$ cat src/rtl/mypackage.sv
// mypackage: shared oscillator constants and the wavetable fetch-state encoding.
package mypackage;
    localparam int PHASE_ACCUMULATOR_FRACTIONAL_BITS = 16;
    localparam int WAVETABLE_ADDR_BITS = 11;
    localparam int PHASE_ACCUMULATOR_BITS = WAVETABLE_ADDR_BITS + PHASE_ACCUMULATOR_FRACTIONAL_BITS;
    typedef enum logic [1:0] {IDLE, FETCH_A, FETCH_B, CAPTURE} fetch_state_e;
endpackage

$ cat src/rtl/phase_accumulator.sv
// phase_accumulator: wrapping oscillator phase register with hard sync.
// On advance the next phase is (sync ? 0 : phase) + increment, modulo 2^ACC_BITS.
module phase_accumulator
    import mypackage::*;
#(
    parameter int ACC_BITS = PHASE_ACCUMULATOR_BITS
) (
    input  logic                clk,
    input  logic                reset_n,
    input  logic                advance,
    input  logic                sync,
    input  logic [ACC_BITS-1:0] increment,
    output logic [ACC_BITS-1:0] phase_out
);
    always_ff @(posedge clk or negedge reset_n) begin
        if (!reset_n) phase_out <= '0;
        else if (advance) phase_out <= (sync ? '0 : phase_out) + increment;
    end
endmodule

$ cat src/rtl/wavetable_fetch.sv
// wavetable_fetch: per-strobe phase advance and two-sample ROM fetch feeding lerp.
// inb=table[idx], ina=table[idx+1], ratio=frac, all updated together with out_valid.
module wavetable_fetch
    import mypackage::*;
#(
    parameter int TABLE_ADDR_BITS = WAVETABLE_ADDR_BITS,
    parameter int SAMPLE_BITS     = 16,
    parameter int FRAC_BITS       = PHASE_ACCUMULATOR_FRACTIONAL_BITS
) (
    input  logic                                 clk,
    input  logic                                 reset_n,
    input  logic                                 sample_strobe,
    input  logic                                 sync_in,
    input  logic [TABLE_ADDR_BITS+FRAC_BITS-1:0] increment,
    output logic [TABLE_ADDR_BITS-1:0]           rom_addr,
    input  logic [SAMPLE_BITS-1:0]               rom_data,
    output logic [SAMPLE_BITS-1:0]               ina,
    output logic [SAMPLE_BITS-1:0]               inb,
    output logic [FRAC_BITS-1:0]                 ratio,
    output logic                                 out_valid,
    output logic                                 overrun
);
    localparam int ACC = TABLE_ADDR_BITS + FRAC_BITS;
    fetch_state_e state, state_nxt;
    logic [ACC-1:0] phase, snap;
    logic [SAMPLE_BITS-1:0] shadow_b;
    logic accept;
    assign accept = sample_strobe && state == IDLE;
    phase_accumulator #(.ACC_BITS(ACC)) u_phase (
        .clk       (clk),
        .reset_n   (reset_n),
        .advance   (accept),
        .sync      (sync_in),
        .increment (increment),
        .phase_out (phase)
    );
    always_comb begin
        state_nxt = state;
        case (state)
            IDLE:    state_nxt = accept ? FETCH_A : IDLE;
            FETCH_A: state_nxt = FETCH_B;
            FETCH_B: state_nxt = CAPTURE;
            default: state_nxt = IDLE;
        endcase
    end
    always_ff @(posedge clk or negedge reset_n) begin
        if (!reset_n) begin
            state     <= IDLE;
            snap      <= '0;
            rom_addr  <= '0;
            shadow_b  <= '0;
            ina       <= '0;
            inb       <= '0;
            ratio     <= '0;
            out_valid <= 1'b0;
            overrun   <= 1'b0;
        end else begin
            state     <= state_nxt;
            out_valid <= state == CAPTURE;
            if (sample_strobe && state != IDLE) overrun <= 1'b1;
            if (accept) begin
                snap     <= sync_in ? '0 : phase;
                rom_addr <= sync_in ? '0 : phase[ACC-1:FRAC_BITS];
            end
            // second address wraps naturally at the table end
            if (state == FETCH_A) rom_addr <= snap[ACC-1:FRAC_BITS] + TABLE_ADDR_BITS'(1);
            if (state == FETCH_B) shadow_b <= rom_data;
            if (state == CAPTURE) begin
                ina   <= rom_data;
                inb   <= shadow_b;
                ratio <= snap[FRAC_BITS-1:0];
            end
        end
    end
endmodule

$ cat config.mk
export PLATFORM = sky130hd
export DESIGN_NAME = wavetable_fetch
export DESIGN_NICKNAME = d
export VERILOG_FILES = /design/src/rtl/mypackage.sv /design/src/rtl/phase_accumulator.sv /design/src/rtl/wavetable_fetch.sv
export SDC_FILE = /design/constraint.sdc
export NUM_CORES = 1
export LEC_CHECK = 0
export CAP_MARGIN = 25
export CORE_ASPECT_RATIO = 1.75
export CORE_MARGIN = 5
export CORE_UTILIZATION = 30
export CTS_CLUSTER_DIAMETER = 150
export DETAILED_ROUTE_END_ITERATION = 6
export GPL_TIMING_DRIVEN = 0
export SLEW_MARGIN = 20
export SYNTH_ARGS = -nofsm -noshare
export SYNTH_HDL_FRONTEND = slang
export SYNTH_SLANG_ARGS = --single-unit
$ cat constraint.sdc
create_clock -name clk -period 2.2 [get_ports clk]
set_input_delay 0.55 -clock clk [delete_from_list [all_inputs] [get_ports clk]]
set_output_delay 0.55 -clock clk [all_outputs]
set_load 0.1 [all_outputs]
After elaboration in Yosys (flattened, before gate mapping)
Index checks and enable logic that the tools add are counted.
Widths: inputs -> output; s select.

storage, ports and cells
  memories = 0
  memory bits (writable) = 0
  ROM bits = 0
  bits in latches = 0
  register bits after elaboration = 133
  output and inout bits = 61

operators by class
  bitwise operators = 0
  shifts and indexed selects = 0
  add/sub/neg operators = 2
  div/mod/pow operators = 0
  muxes and demuxes = 6
  equal/unequal tests = 3
  reductions and logical operators = 5
  multiply operators = 0
  $lt $le $gt $ge = 0

operators with widths
  operator               count
  $mux 11                3
  $add 27x27->27         1
  $mux 27                1
  $add 11x1->11 const B  1
  $pmux 2 s3             1
  $eq 2x2->1 const B     2
  $reduce_bool 2->1      2
  $eq 2x1->1 const B     1
  $logic_and 1x1->1      2
  $logic_not 2->1        1
  $mux 1                 1

Logic depth before layout (Yosys ltp)
Gate-level depths: netlist of run 1.

  depth after elaboration = 4
  depth in mapped cells = 13

By module
Synthesis of run 1 repeated with hierarchy kept, for this count alone.

unflattened totals
  cells, all modules = 606
  area total of the unflattened synthesis = 6,887.9 µm²

modules (own cells, without submodules)
  module             times used  cells an instance  area each (µm²)  sequential area each (µm²)
  wavetable_fetch    1           308                4,235.3          2,652.5
  phase_accumulator  1           298                2,652.5          675.6

Worst setup path after synthesis of run 1
No wires, ideal clock.

  kind = input -> register
  start point = input port sync_in
  end point = register u_phase.phase_out[26]
  buffers on the path = 2
  setup slack = -742 ps
  setup time = 72 ps
  stages = 13
  data arrival time = 2,870 ps
  cell sequence = clkbuf_1 -> clkbuf_1 -> nor2b_1 -> ha_1 -> a21o_1 -> o21bai_1 -> nand3_1 -> a31oi_1 -> nor3_1 -> a21oi_1 -> or3_1 -> a41o_1 -> nor2_1

between the ends
  cells in the longest elaborated chain, start to end = 2

RTL lines
  item                  RTL line                 source
  start, declared       wavetable_fetch.sv:13    input logic sync_in,
  $mux 27               phase_accumulator.sv:17  else if (advance) phase_out <= (sync ? '0 : phase_out) + increment;
  $add 27x27->27        phase_accumulator.sv:17
  end signal, assigned  phase_accumulator.sv:17
  end, declared         phase_accumulator.sv:13  output logic [ACC_BITS-1:0] phase_out

Every way passes these cells.
A chain may end at the register's enable or synchronous reset.

Worst setup path in the final report of run 1
Same ends and word-level chain as after synthesis.

==> results of run 1 <==
[cells in the final DEF, fill, tap and decap left out, types with 14 or more instances in the layout]
cell type / netlist / final
a21oi_1: 35 / 24
buf_4: 0 / 27
clkbuf_1: 24 / 15
clkbuf_16: 0 / 18
clkbuf_2: 0 / 27
clkdlybuf4s15_1: 0 / 27
clkdlybuf4s50_1: 0 / 38
dfrtp_1: 133 / 133
ha_1: 31 / 14
ha_4: 0 / 14
mux2_2: 80 / 80
nand2_1: 40 / 36
nand3_1: 19 / 19
nor2b_1: 28 / 16
o21ai_0: 37 / 16
o21ai_1: 2 / 17
xor2_1: 21 / 20
[critical path, stage by stage]
cell and delay (ns):
buf_12 0.12, clkbuf_16 0.15, nor2b_1 0.28, ha_4 0.27, and2b_1 0.18, o2111ai_2 0.20
a21o_1 0.21, nand2_2 0.09, o211ai_2 0.20, a21oi_2 0.10, or3_4 0.38, a41o_1 0.18
nor2_1 0.08
[final timing paths]
kind,start,end,depth (start not counted)
worst max register to register,u_phase.phase_out[0],u_phase.phase_out[26],13
worst max-delay path,sync_in,u_phase.phase_out[26],13
min in group clk,overrun,overrun,1
worst min-delay path,reset_n,ratio[3],1
max in group asynchronous,reset_n,u_phase.phase_out[18],2
worst min register to register,overrun,overrun,1
[metal layers]
metal	up-vias	part of all wire, %	track usage [%]
met4	0	4.2	7.489
met3	35	2.9	2.820
met1	2524	38	15.81
li1	2405	-	-
met2	98	55	27.23
met5	-	0	0
[area by class of cell]
class | instances | area share [%]
inverters | 13 | 0.5196
flip-flops and latches | 133 | 35.44
plain buffers | 22 | 1.186
multi-input cells | 408 | 38.96
clock inverters | 15 | 1.532
repair buffers | 143 | 13.90
clock buffers | 17 | 4.530
well taps | 296 | 3.944
[kinds of logic (layout without fill, tap and decap cells)]
family	count (synthesis)	count (layout)
AOI/OAI and AO/OA	137	137
xor gates and xnor gates	30	30
adders and majority gates	32	32
buffers and inverters	39	210
DFF	133	133
muxes	81	81
and+or+nand+nor	128	128
[registers in the layout, summed over array words and instances (netlist names), 2 cells and up]
name and cells:
ina 16, state 2, u_phase.phase_out 27, shadow_b 16
snap 27, ratio 16, inb 16, rom_addr 11
[stage by stage]
| step | hold slack, ns | setup TNS (ns) | utilization, % |
|---|---|---|---|
| after global placement | 0.4419 | -706.96 | 37.32 |
| after detailed placement | 0.4443 | -45.95 | 37.47 |
| after CTS | 0.08192 | -3.643 | 42.71 |
| after global routing | 0.09076 | -5.765 | 42.90 |
| final | 0.05532 | -3.848 | 42.90 |
| after floorplan | 0.2544 | -2.852 | - |
[what timing repair did]
| item | CTS | global route |
|---|---|---|
| pin swaps | 40 | 27 |
| setup buffers | 31 | 4 |
| endpoints found under the hold margin | 0 | 0 |
| gates resized for setup | 188 | 83 |
| endpoints found under the setup margin | 109 | 86 |
==> results.txt, run 1 <==
Status = finished, violations left
Failing checks = setup timing
Post-layout nets = 817
Yosys reg bits = 133
Vias in the first global route = 5442
Post-route DRC violation count = 0
CTS tree = built
Clk sinks = 133
Pre-Repair DR Iteration Count = 5
Largest family of logic cells by synthesized area = multiplexers
GRT Total Usage = 14.79%
Adder-cell area share of the yosys netlist = 6.170%
Setup Skew = 0.01287 ns
Synthesis Warnings = 0
Layout cells sized above 1 = 36.88%
Synthesized area per cell = 11.40 um^2
ANT nets after route = 0
Crit path kind = in2reg
Routed WL = 18.02 mm
Final setup margin = -0.4555 ns
Maxcap violations = 0
Reg2reg setup slack = -0.44 ns
Clock buffer depth = 2
Worst Path Arrival = 3.00 ns
Die area = 25220 um^2
Synth top cells by count = 133 x dfrtp_1, 80 x mux2_2, 40 x nand2_1, 37 x o21ai_0, 35 x a21oi_1
Most instantiated library cell after synthesis = dfrtp_1
Slew Limit Headroom = 34.14%
Post-synthesis sequential area ratio = 50.34%
Post-DP HPWL = 13.04 mm
DP Worst Slack = -1.836 ns
Hold/Removal Path Class = in2async
Number of cells after detailed placement = 984
Overflow after GRT = 0
Slew at the pin closest to its max-slew limit = 0.9918 ns
Top cell type's share of synthesized area = 50.34%
Final setup fails = 15
# rows = 72
Crit Path Max Fanout = 5
# H-tree levels = 4
Ant diodes = 0
Syn Inst Count = 580
Core footprint = 21890 um^2
PortBufs = 107
Area grow syn2layout = 42.05%
Multi-input logic area = 3659 um^2
Xor and xnor fraction of the mapped netlist area = 3.974%
Distinct cells, synth = 52
Post-synthesis simple-gate area fraction = 9.841%
EDFF count, synth = 0
Synth area leader = dfrtp_1
Final slew viol count = 0
Mapped cell area = 6611 um^2
Post-synthesis mux area share = 13.78%
DR vias/cell = 4.835
Filler Cells Inserted = 2084
Final Hold Vio Count = 0
Gp weighted congestion = 0.8607
Initial Util = 30.20%
Period minus WS final = 2.655 ns
Vias = 5062
Crit end category = flop
First-pass GRT wire length = 28.66 mm
Routed WL per cell = 17.21 um
Largest net degree at the start of global routing = 72
RSZ-0062 raised after global routing = yes
Ys flop type = dfrtp_1
DP Area = 8203 um^2
Die W = 122.2 um
Clk_lat worst skew = 0.42 ns
Synth area leaders = dfrtp_1 50%, mux2_2 14%, ha_1 5.9%
Total CTS buffers = 17
Clk root buf = clkbuf_16
Compound-Gate Fraction of Synth Area = 13.68%
Clk slew on worst S/H paths = 0.06 ns
Register area = 3328 um^2
Fin crit share = 120.7%
Die Ht = 206.4 um
Initial DRC Count = 178
Fin area = 9392 um^2
Critical path required time = 2.55 ns
Post-Layout Cell Count = 1047
Initial antenna violation count = 0
CTS Hold Buffers Added = 0
Async SR Flop Fraction = 100.0%
IO Count = 108
Fmax = 0.3766 GHz
Crit path launch type = primary input
Post-Syn Nets = 659
Power of run 1 is left out: the tool's default activity adds up to more than one toggle a clock period on the data nets, which glitch-free logic cannot reach.
==> run 2: changes to the inputs <==
Settings changed: ABC_AREA set to 1, CTS_BUF_LIST set to sky130_fd_sc_hd__clkbuf_8, DONT_BUFFER_PORTS set to 1.
==> results.txt, run 2 <==
Status = finished, violations left (unchanged)
Failing checks = hold timing (was setup timing)
Largest net degree at the start of global routing = 134 (was 72)
Multi-input logic area = 3333 um^2 (was 3659 um^2)
RR Startpoint = u_phase.phase_out[0] (unchanged)
Synth area leaders = dfrtp_1 45%, nand2_1 14%, inv_1 8.5% (was dfrtp_1 50%, mux2_2 14%, ha_1 5.9%)
Post-DP HPWL = 16.64 mm (was 13.04 mm)
EDFF count, synth = 0 (unchanged)
Clk_lat worst skew = 0.46 ns (was 0.42 ns)
Period minus WS final = 2.093 ns (was 2.655 ns)
Yosys reg bits = 133 (unchanged)
Most common cell after layout, fill and taps aside = nand2_1 (was dfrtp_1)
Post-Syn Nets = 1053 (was 659)
First-pass GRT wire length = 33.15 mm (was 28.66 mm)
Clk slew on worst S/H paths = 0.09 ns (was 0.06 ns)
Area grow syn2layout = 12.29% (was 42.05%)
Gp weighted congestion = 0.8975 (was 0.8607)
Setup Skew = 0.01166 ns (was 0.01287 ns)
Vias in the first global route = 6228 (was 5442)
Slew Limit Headroom = 36.62% (was 34.14%)
Overflow after GRT = 0 (unchanged)
Die area = 27850 um^2 (was 25220 um^2)
Initial antenna violation count = 2 (was 0)
Die Ht = 217.1 um (was 206.4 um)
Top cell type's share of synthesized area = 45.28% (was 50.34%)
CTS tree = built (unchanged)
Async SR Flop Fraction = 100.0% (unchanged)
Layout cells sized above 1 = 11.23% (was 36.88%)
Die W = 128.3 um (was 122.2 um)
Synth area leader = dfrtp_1 (unchanged)
Min Hold Slack = -0.2211 ns (was 0.05532 ns)
GRT Total Usage = 15.57% (was 14.79%)
Ys flop type = dfrtp_1 (unchanged)
ANT nets after route = 0 (unchanged)
Maxcap violations = 0 (unchanged)
DR vias/cell = 4.608 (was 4.835)
Most frequent cells in the layout = 275 x nand2_1, 164 x inv_1, 133 x dfrtp_1, 85 x nor2_1, 55 x a21oi_1 (was 133 x dfrtp_1, 80 x mux2_2, 38 x clkdlybuf4s50_1, 36 x nand2_1)
Post-route DRC violation count = 0 (unchanged)
Initial Util = 30.47% (was 30.20%)
Slew at the pin closest to its max-slew limit = 0.9507 ns (was 0.9918 ns)
Total CTS buffers = 17 (unchanged)
Register area = 3328 um^2 (unchanged)
Synth top cells by count = 278 x nand2_1, 166 x inv_1, 133 x dfrtp_1, 90 x nor2_1, 55 x a21oi_1 (was 133 x dfrtp_1, 80 x mux2_2, 40 x nand2_1, 37 x o21ai_0, 35 x a21oi_1)
Biggest registers after layout = snap: 27 flops, u_phase.phase_out: 27 flops (unchanged)
Post-synthesis sequential area ratio = 45.28% (was 50.34%)
Clk root buf = clkbuf_8 (was clkbuf_16)
Routed WL per cell = 16.03 um (was 17.21 um)
Vias = 6064 (was 5062)
PortBufs = 0 (was 107)
Final setup fails = 0 (was 15)
DP Worst Slack = -1.002 ns (was -1.836 ns)
Final Hold Vio Count = 133 (was 0)
Fmax = 0.4778 GHz (was 0.3766 GHz)
IO Count = 108 (unchanged)
Filler Cells Inserted = 2527 (was 2084)
Mapped cell area = 7350 um^2 (was 6611 um^2)
Crit end category = flop (unchanged)
Synthesis Warnings = 0 (unchanged)
Pre-Repair DR Iteration Count = 5 (unchanged)
Crit path kind = in2reg (unchanged)
Worst R2R End = u_phase.phase_out[24] (was u_phase.phase_out[26])
CP startpoint = sync_in (unchanged)
Initial DRC Count = 297 (was 178)
Fin crit share = 95.13% (was 120.7%)
Clk sinks = 133 (unchanged)
Reg2reg path depth = 15 (was 13)
Hold/Removal Path Class = in2async (unchanged)
Worst Path Arrival = 2.43 ns (was 3.00 ns)
Distinct cells, synth = 32 (was 52)
# H-tree levels = 4 (unchanged)
# rows = 75 (was 72)
Syn Inst Count = 974 (was 580)
Post-layout nets = 1072 (was 817)
Clock buffer depth = 2 (unchanged)
Core footprint = 24120 um^2 (was 21890 um^2)
Final setup margin = 0.1071 ns (was -0.4555 ns)
Synthesized area per cell = 7.546 um^2 (was 11.40 um^2)
Critical path required time = 2.54 ns (was 2.55 ns)
Most instantiated library cell after synthesis = nand2_1 (was dfrtp_1)
Post-CTS Setup Inserts = 0 (was 31)
Crit path launch type = primary input (unchanged)
Reg2reg setup slack = 0.15 ns (was -0.44 ns)
Final slew viol count = 0 (unchanged)
Routed WL = 21.10 mm (was 18.02 mm)
Crit Path Max Fanout = 10 (was 5)
==> run 2: cell count changes in the layout (fill, tap and decap cells not counted), moves of 19 or more <==
cell / before / now
clkbuf_2: 27 / 1
clkdlybuf4s15_1: 27 / 0
clkbuf_8: 0 / 19
a21oi_1: 24 / 55
clkdlybuf4s50_1: 38 / 0
nand2_1: 36 / 275
buf_4: 27 / 2
nor2_1: 8 / 85
mux2_2: 80 / 18
o21ai_0: 16 / 48
nand3_1: 19 / 42
inv_1: 10 / 164
==> run 2: how the worst max path moves through the flow <==
stage,endpoint
2_1_floorplan,u_phase.phase_out[24]
3_3_place_gp,u_phase.phase_out[20]
3_5_place_dp,u_phase.phase_out[20]
4_1_cts,u_phase.phase_out[19]
5_1_grt,u_phase.phase_out[24]
6_report,u_phase.phase_out[19]
==> run 2: cells by family after synthesis <==
kind of cell,after synthesis,share of synthesized area [%]
xor gates and xnor gates,11,1.311
muxes,18,2.758
adders and majority gates,32,5.550
DFF,133,45.28
and+or+nand+nor,451,25.43
buffers and inverters,200,10.42
AOI/OAI and AO/OA,129,9.244
==> run 2: layout make-up <==
| class | instances | share of cell area (%) |
|---|---|---|
| Sequential cell | 133 | 40.33 |
| Clock buffer | 18 | 3.002 |
| Buffer | 28 | 1.759 |
| Antenna cell | 2 | 0.06064 |
| Clock inverter | 14 | 1.971 |
| Tap cell | 308 | 4.669 |
| Inverter | 172 | 7.823 |
| Multi-Input combinational cell | 641 | 40.39 |
==> run 2: metal layers <==
metal	part of all wire, %	wire, um	global-route usage [%]
met5	0	0	0
met1	35	7342	14.93
met4	4.9	1024	8.959
met3	4.7	988	3.312
met2	56	11740	29.69
==> run 2: what timing repair did <==
action	4_1_cts	5_1_grt
hold endpoints to repair	133	133
resized for setup	4	12
gates cloned	0	0
setup endpoints to repair	41	8
==> run 2: through the flow <==
stage          area [um^2]  hold WS, ns  util, %  setup TNS [ns]  cells
6_report              8253      -0.2211    34.22               0   1316
4_1_cts               8198      -0.2629    33.99               0   1314
3_3_place_gp          7780       0.2584    32.26          -17.96   1282
2_1_floorplan         7395       0.2544        -        -0.02947    974
5_1_grt               8253      -0.2664    34.22       -0.006011   1316
3_5_place_dp          7780       0.2575    32.26          -18.28   1282
==> run 2: critical path, cell delays in order <==
cell,delay [ns]
buf_8,0.11
buf_4,0.25
nor2_2,0.10
ha_1,0.39
nand2_2,0.10
nor2_1,0.24
and2_1,0.19
nand3_1,0.10
nand3_1,0.10
nand2_1,0.05
nand3_1,0.16
o21ai_1,0.10
Power of run 2 is left out for the same reason.
